==> src/rtl/keccak_msg_packer.sv <==
// keccak_msg_packer: packs a byte-length-tagged stream of DW-bit words into
// IW-bit words for the Keccak-512 core. The first byte goes in the MSBs. It
// also generates the core framing (is_last / byte_num), including an extra
// empty final word when the length is a multiple of IW/8.
// Optional build macro: KECCAK_PACK_BYTESWAP_EN. When it is defined, each din
// beat is byte-reversed before packing, so the upstream is treated as
// little-endian.
module keccak_msg_packer #(
    parameter int IW   = 128,
    parameter int DW   = 32,
    parameter int LENW = 16
) (
    input  logic            clk,
    input  logic            reset_n,
    input  logic            start,
    input  logic [LENW-1:0] msg_len,
    output logic            idle,
    input  logic [DW-1:0]   din,
    input  logic            din_valid,
    output logic            din_ready,
    output logic [IW-1:0]   k_in,
    output logic            k_in_ready,
    output logic            k_is_last,
    output logic [3:0]      k_byte_num,
    input  logic            k_buffer_full,
    output logic            done
);

    localparam int BPW = IW / 8;             // bytes per core word
    localparam int BPD = DW / 8;             // bytes per din beat
    localparam int NB  = IW / DW;            // din beats per core word
    localparam int CW  = $clog2(NB + 1);     // beat counter width
    localparam int LBW = $clog2(BPD + 1);    // valid-bytes-in-last-beat width

    typedef enum logic [2:0] {
        S_IDLE,
        S_FILL,
        S_SEND,
        S_LAST,
        S_DONE
    } state_t;

    state_t          r_state, r_state_next;
    logic [LENW-1:0] r_words_left, r_words_left_next;   // din beats still to take
    logic [LENW-1:0] r_full_left, r_full_left_next;     // full core words still to send
    logic [3:0]      r_rem, r_rem_next;                 // bytes in the final word
    logic [LBW-1:0]  r_last_bytes, r_last_bytes_next;   // valid bytes in final din beat
    logic [CW-1:0]   r_beats, r_beats_next;             // beats held for current word
    logic [IW-1:0]   r_pack, r_pack_next;               // packing register

    logic [LENW:0]   w_len_ext;
    logic [LENW-1:0] w_words;
    logic [LENW-1:0] w_full;
    logic [3:0]      w_rem;
    logic [LBW-1:0]  w_lb_mod;
    logic [LBW-1:0]  w_last_bytes;
    logic [DW-1:0]   w_din_ord;
    logic [DW-1:0]   w_beat;
    logic [IW-1:0]   w_shifted;
    logic            w_final_beat;

    // Framing derived from the requested length, captured together with start.
    assign w_len_ext    = {1'b0, msg_len};
    assign w_words      = LENW'((w_len_ext + (LENW+1)'(BPD - 1)) / (LENW+1)'(BPD));
    assign w_full       = msg_len / LENW'(BPW);
    assign w_rem        = 4'(msg_len % LENW'(BPW));
    assign w_lb_mod     = LBW'(msg_len % LENW'(BPD));
    assign w_last_bytes = (w_lb_mod == '0) ? LBW'(BPD) : w_lb_mod;

    assign w_final_beat = (r_words_left == LENW'(1));

    // Byte order of the upstream beat.
`ifdef KECCAK_PACK_BYTESWAP_EN
    generate
        for (genvar gi = 0; gi < BPD; gi++) begin : g_swap
            assign w_din_ord[DW-1-8*gi -: 8] = din[8*gi +: 8];
        end
    endgenerate
`else
    assign w_din_ord = din;
`endif

    // Zero the bytes past the message end on the final beat. This happens after any swap.
    generate
        for (genvar gi = 0; gi < BPD; gi++) begin : g_mask
            assign w_beat[DW-1-8*gi -: 8] =
                (w_final_beat && (LBW'(gi) >= r_last_bytes)) ? 8'h00 : w_din_ord[DW-1-8*gi -: 8];
        end
    endgenerate

    // Shift the new beat in at the LSB end. After NB beats, the first beat sits in the MSBs.
    generate
        if (NB > 1) begin : g_shift
            assign w_shifted = {r_pack[IW-DW-1:0], w_beat};
        end else begin : g_noshift
            assign w_shifted = w_beat;
        end
    endgenerate

    // State and datapath registers.
    always_ff @(posedge clk or negedge reset_n) begin
        if (!reset_n) begin
            r_state      <= S_IDLE;
            r_words_left <= '0;
            r_full_left  <= '0;
            r_rem        <= '0;
            r_last_bytes <= '0;
            r_beats      <= '0;
            r_pack       <= '0;
        end else begin
            r_state      <= r_state_next;
            r_words_left <= r_words_left_next;
            r_full_left  <= r_full_left_next;
            r_rem        <= r_rem_next;
            r_last_bytes <= r_last_bytes_next;
            r_beats      <= r_beats_next;
            r_pack       <= r_pack_next;
        end
    end

    // Next-state, datapath updates and outputs decoded from registered state.
    always_comb begin
        r_state_next      = r_state;
        r_words_left_next = r_words_left;
        r_full_left_next  = r_full_left;
        r_rem_next        = r_rem;
        r_last_bytes_next = r_last_bytes;
        r_beats_next      = r_beats;
        r_pack_next       = r_pack;

        idle       = (r_state == S_IDLE);
        din_ready  = (r_state == S_FILL) && (r_words_left != '0) && (r_beats < CW'(NB));
        k_in_ready = (r_state == S_SEND) || (r_state == S_LAST);
        k_is_last  = (r_state == S_LAST);
        k_byte_num = (r_state == S_LAST) ? r_rem : 4'd0;
        k_in       = k_in_ready ? r_pack : '0;
        done       = (r_state == S_DONE);

        case (r_state)
            S_IDLE: begin
                if (start) begin
                    r_words_left_next = w_words;
                    r_full_left_next  = w_full;
                    r_rem_next        = w_rem;
                    r_last_bytes_next = w_last_bytes;
                    r_beats_next      = '0;
                    r_pack_next       = '0;
                    if (w_full == '0 && w_words == '0)
                        r_state_next = S_LAST;
                    else
                        r_state_next = S_FILL;
                end
            end
            S_FILL: begin
                if (din_valid && din_ready) begin
                    r_words_left_next = r_words_left - LENW'(1);
                    if (r_full_left != '0) begin
                        // Filling a full word.
                        r_pack_next = w_shifted;
                        if (r_beats == CW'(NB - 1)) begin
                            r_beats_next = '0;
                            r_state_next = S_SEND;
                        end else begin
                            r_beats_next = r_beats + CW'(1);
                        end
                    end else if (w_final_beat) begin
                        // The partial final word is complete. Left-align it.
                        r_pack_next  = w_shifted << ((NB - 1 - int'(r_beats)) * DW);
                        r_beats_next = '0;
                        r_state_next = S_LAST;
                    end else begin
                        r_pack_next  = w_shifted;
                        r_beats_next = r_beats + CW'(1);
                    end
                end
            end
            S_SEND: begin
                if (!k_buffer_full) begin
                    r_full_left_next = r_full_left - LENW'(1);
                    if (r_full_left == LENW'(1) && r_rem == 4'd0) begin
                        r_pack_next  = '0;
                        r_state_next = S_LAST;
                    end else begin
                        r_state_next = S_FILL;
                    end
                end
            end
            S_LAST: begin
                if (!k_buffer_full)
                    r_state_next = S_DONE;
            end
            S_DONE: begin
                r_state_next = S_IDLE;
            end
            default: begin
                r_state_next = S_IDLE;
            end
        endcase
    end

endmodule

==> config.mk <==
export PLATFORM = sky130hd
export DESIGN_NAME = keccak_msg_packer
export DESIGN_NICKNAME = d
export VERILOG_FILES = /design/src/rtl/keccak_msg_packer.sv
export SDC_FILE = /design/constraint.sdc
export NUM_CORES = 1
export LEC_CHECK = 0
export BUFFER_PORTS_ARGS = -buffer_cell sky130_fd_sc_hd__buf_4
export CAP_MARGIN = 20
export CORE_ASPECT_RATIO = 0.5
export CORE_UTILIZATION = 52
export CTS_BUF_LIST = sky130_fd_sc_hd__clkbuf_4
export CTS_CLUSTER_DIAMETER = 80
export CTS_CLUSTER_SIZE = 24
export DETAILED_ROUTE_END_ITERATION = 8
export GPL_ROUTABILITY_DRIVEN = 0
export PLACE_DENSITY = 0.75
export SYNTH_ARGS = -nofsm -noshare
export SYNTH_HDL_FRONTEND = slang
export SYNTH_SLANG_ARGS = --single-unit
==> constraint.sdc <==
create_clock -name clk -period 2.9 [get_ports clk]
set_input_delay 0.145 -clock clk [delete_from_list [all_inputs] [get_ports clk]]
set_output_delay 0.145 -clock clk [all_outputs]
set_load 0.005 [all_outputs]
==> results.md <==
- Status: completed
- Top cells by count, synth: dfrtp_1 (173), and2_1 (140), nand2_1 (117)
- Top Metal Used: met4
- Initial core utilization: ~54%
- First-pass GRT wire length: about 55 mm
- Mapped Area: between 10000 and 15000 sq um
- Core box area: 19700 sq um
- First element of the critical path: r_words_left[1]$_DFFE_PN0P_
- Post-DP Area: 12400 sq um
- Seq/Total Area, Yosys: approximately two fifths
- CTS tree: done
- Worst Hold Launch: start
- Max_slew headroom: between 30% and 40%
- Worst reg2reg path depth: 9
- Final Cell Area: 13300 sq um
- Cell with the most instances after synthesis: dfrtp_1
- Reg2reg setup slack: roughly 0.12 ns
- Die span in y: 103 microns
- Slew @ Worst Pin: roughly 1 ns
- Setup repair bufs after CTS: 0
- Drt drc: 0
- Final worst-path cycle share: 95.9%
- # rows: 36
- Starting DRC count in detailed routing: 1262
- Die X: 204 microns
- H-tree lvl count: 4
- Count of cell types in the netlist: between 60 and 70
- Synth warn: 0
- Worst VDD drop: ~0.89 mV
- RSZ-0062 raised after global routing: false
- Syn avg cell area: approximately 8.9 sq um
- Final slew viol count: 0
- Pwr dens: approximately 870 nW/um^2
- P_leak: between 6 and 7 nW
- Final setup viols: 0
- Max frequency: roughly 360 MHz
- Post-synth EDFFs: 0
- Routed met2 length: about 16 mm
- R2R Path End: r_pack[73]$_DFFE_PN0P_
- WL per Instance: between 20 and 25 microns
- CP Class: flip-flop to flip-flop
- Antenna violations before repair: 0
- Ant. Diodes: 0
- Worst Hold Class: input port to flip-flop
- Layout Utilization: 67.2%
- Clk slew on worst S/H paths: roughly 0.14 ns
- Synth Flop Type: dfrtp_1
- P&R area growth vs syn: 24.8%
- Final clock skew: between 0.03 and 0.04 ns
- Min-Delay Path Depth: 3
- Net count, final: 1472
- Startpoint types: flip-flop
- Filler cells: 1602
- Min Tclk post-route: between 2 and 3 ns
- Routed Antenna Nets: 0
- Vias: around 11000
- Critical Path End Type: flip-flop
- Met3 WL: roughly 3.6 mm
- Reg area: 4330 sq um
- Required @ worst endpoint: 3.44 ns
- TritonCTS Buffers: 17
- Pwr Total: between 10 and 15 mW
- Worst-Skew Late Latency: a little over 0.6 ns
- WL met1: around 15 mm
- Syn Inst Count: about 1200
- IO Port Bufs: approximately 190
- Die Footprint: ~21000 sq um
- Net Count, Synth: 1255
- Sink Count: roughly 170
- Crit Path Max Fanout: 11
- Final hold vios: 0
- Maximum root-to-sink buffer count: 2
- Clk root buf: clkbuf_4
- Count of TritonRoute iterations in the first routing pass: 6
- Slowest stage delay, CP: 0.43 ns
- Vias per inst: roughly 6.4
- WP data arrival: 3.32 ns
- Aggregate global routing overflow: 0
- Synth top area share: between 40% and 50%
- Top-Level Pins: 190
- Largest net degree at the start of global routing: around 130
- Worst R2R Start: r_words_left[1]$_DFFE_PN0P_
- Multi-input logic area: ~6000 sq um
- Yosys reg bits: between 150 and 200
- Synth area leader: dfrtp_1
- Min Hold Slack: approximately 0.035 ns
- Final WL: around 35 mm
- Layout cell share with drive strength beyond 1: a little over a fifth
- Maxcap violations: 0
- Post-DP HPWL: approximately 24 mm
- Vias in the first global route: between 10000 and 15000
- Total GRT Usage: about a third
- CP max stage cell: dfrtp_1
- Top cells by area, synth: dfrtp_1 (41%), and2_1 (8.2%), a22oi_1 (5.7%)
- Hold path endpoint: r_full_left[15]$_DFFE_PN0P_
- Crit-path cells: inv_1, ha_1, nor3b_1, nand4_1, nor2_1, nand2_1, buf_4, nor2_2, a221o_1
- Setup TNS: 0 ns
- Asr flop ratio synth: 100%
-- flip-flops by register name, indices dropped and copies added, names as in the netlist --
register	flops
r_beats	3
r_full_left	16
r_last_bytes	3
r_pack	128
r_rem	4
r_state	3
r_words_left	16
-- stage by stage --
stage | worst slack [ns] | instances
floorplan | 0.610 | 1194
global placement | 0.248 | 1605
detailed placement | 0.132 | 1605
CTS | 0.108 | 1688
global route | 0.000577 | 1689
finish | 0.120 | 1689
-- worst max path at each step --
stage	to	slack, ns	depth (start not counted)
after floorplan	r_state[0]$_DFFE_PN0P_	0.61	9
after global routing	r_pack[73]$_DFFE_PN0P_	0.0006	9
after detailed placement	r_pack[93]$_DFFE_PN0P_	0.13	7
after global placement	r_pack[92]$_DFFE_PN0P_	0.25	7
after CTS	r_pack[95]$_DFFE_PN0P_	0.11	7
final	r_pack[73]$_DFFE_PN0P_	0.12	9
-- critical path: cells and delay by family, from the launching register on --
kind / cells / cell delay, ns
compound gates: 1 / 0.23
fa+ha+maj: 1 / 0.27
simple gates: 5 / 1.42
buf+inv: 2 / 0.37
flops: 1 / 0.43
-- cells in the final DEF, fill, tap and decap left out, types with 19 or more instances in the layout --
cell type / netlist / routed
a22oi_1: 80 / 80
a21oi_1: 45 / 44
a22o_1: 54 / 54
o21ai_0: 87 / 87
a221o_1: 26 / 26
nor2_1: 77 / 77
clkbuf_4: 0 / 19
nor3_1: 28 / 27
dfrtp_1: 173 / 172
dlygate4sd3_1: 0 / 52
nand3_1: 24 / 23
nand2_1: 117 / 117
buf_4: 0 / 226
and2_1: 140 / 140
-- cells by family (layout without fill, tap and decap cells) --
family,after synthesis,in the layout,share of synthesized area [%]
xor gates and xnor gates,14,14,1.15
AOI/OAI and AO/OA,404,404,26.8
buffers and inverters,98,327,3.72
DFF,173,173,40.7
and+or+nand+nor,479,479,24.9
muxes,18,18,1.72
adders and majority gates,8,8,0.942
-- layout make-up --
| class | count | share of cell area [%] |
|---|---|---|
| Clock inverter | 12 | 1.09 |
| Tap cell | 266 | 2.51 |
| Inverter | 13 | 0.368 |
| Timing Repair Buffer | 283 | 17.4 |
| Clock buffer | 19 | 1.08 |
| Multi-Input combinational cell | 923 | 44.9 |
| Sequential cell | 173 | 32.7 |
-- power by group --
group	internal, mW	total [mW]	switching, mW
Clock	0.605	1.50	0.895
Combinational	2.33	5.62	3.29
Sequential	3.26	4.45	1.19
-- what timing repair did --
action / CTS / global route
gates resized for setup: 1 / 4
hold endpoints to repair: 202 / 0
hold buffers: 52 / 0
setup endpoints to repair: 4 / 15
-- routing by layer --
layer | vias to the layer above | GRT usage, %
met5 | - | 0
met4 | 0 | 11.8
met3 | 66 | 8.00
met2 | 622 | 53.8
met1 | 5329 | 46.1
li1 | 4867 | -
Power figures use the tool's default switching activity.
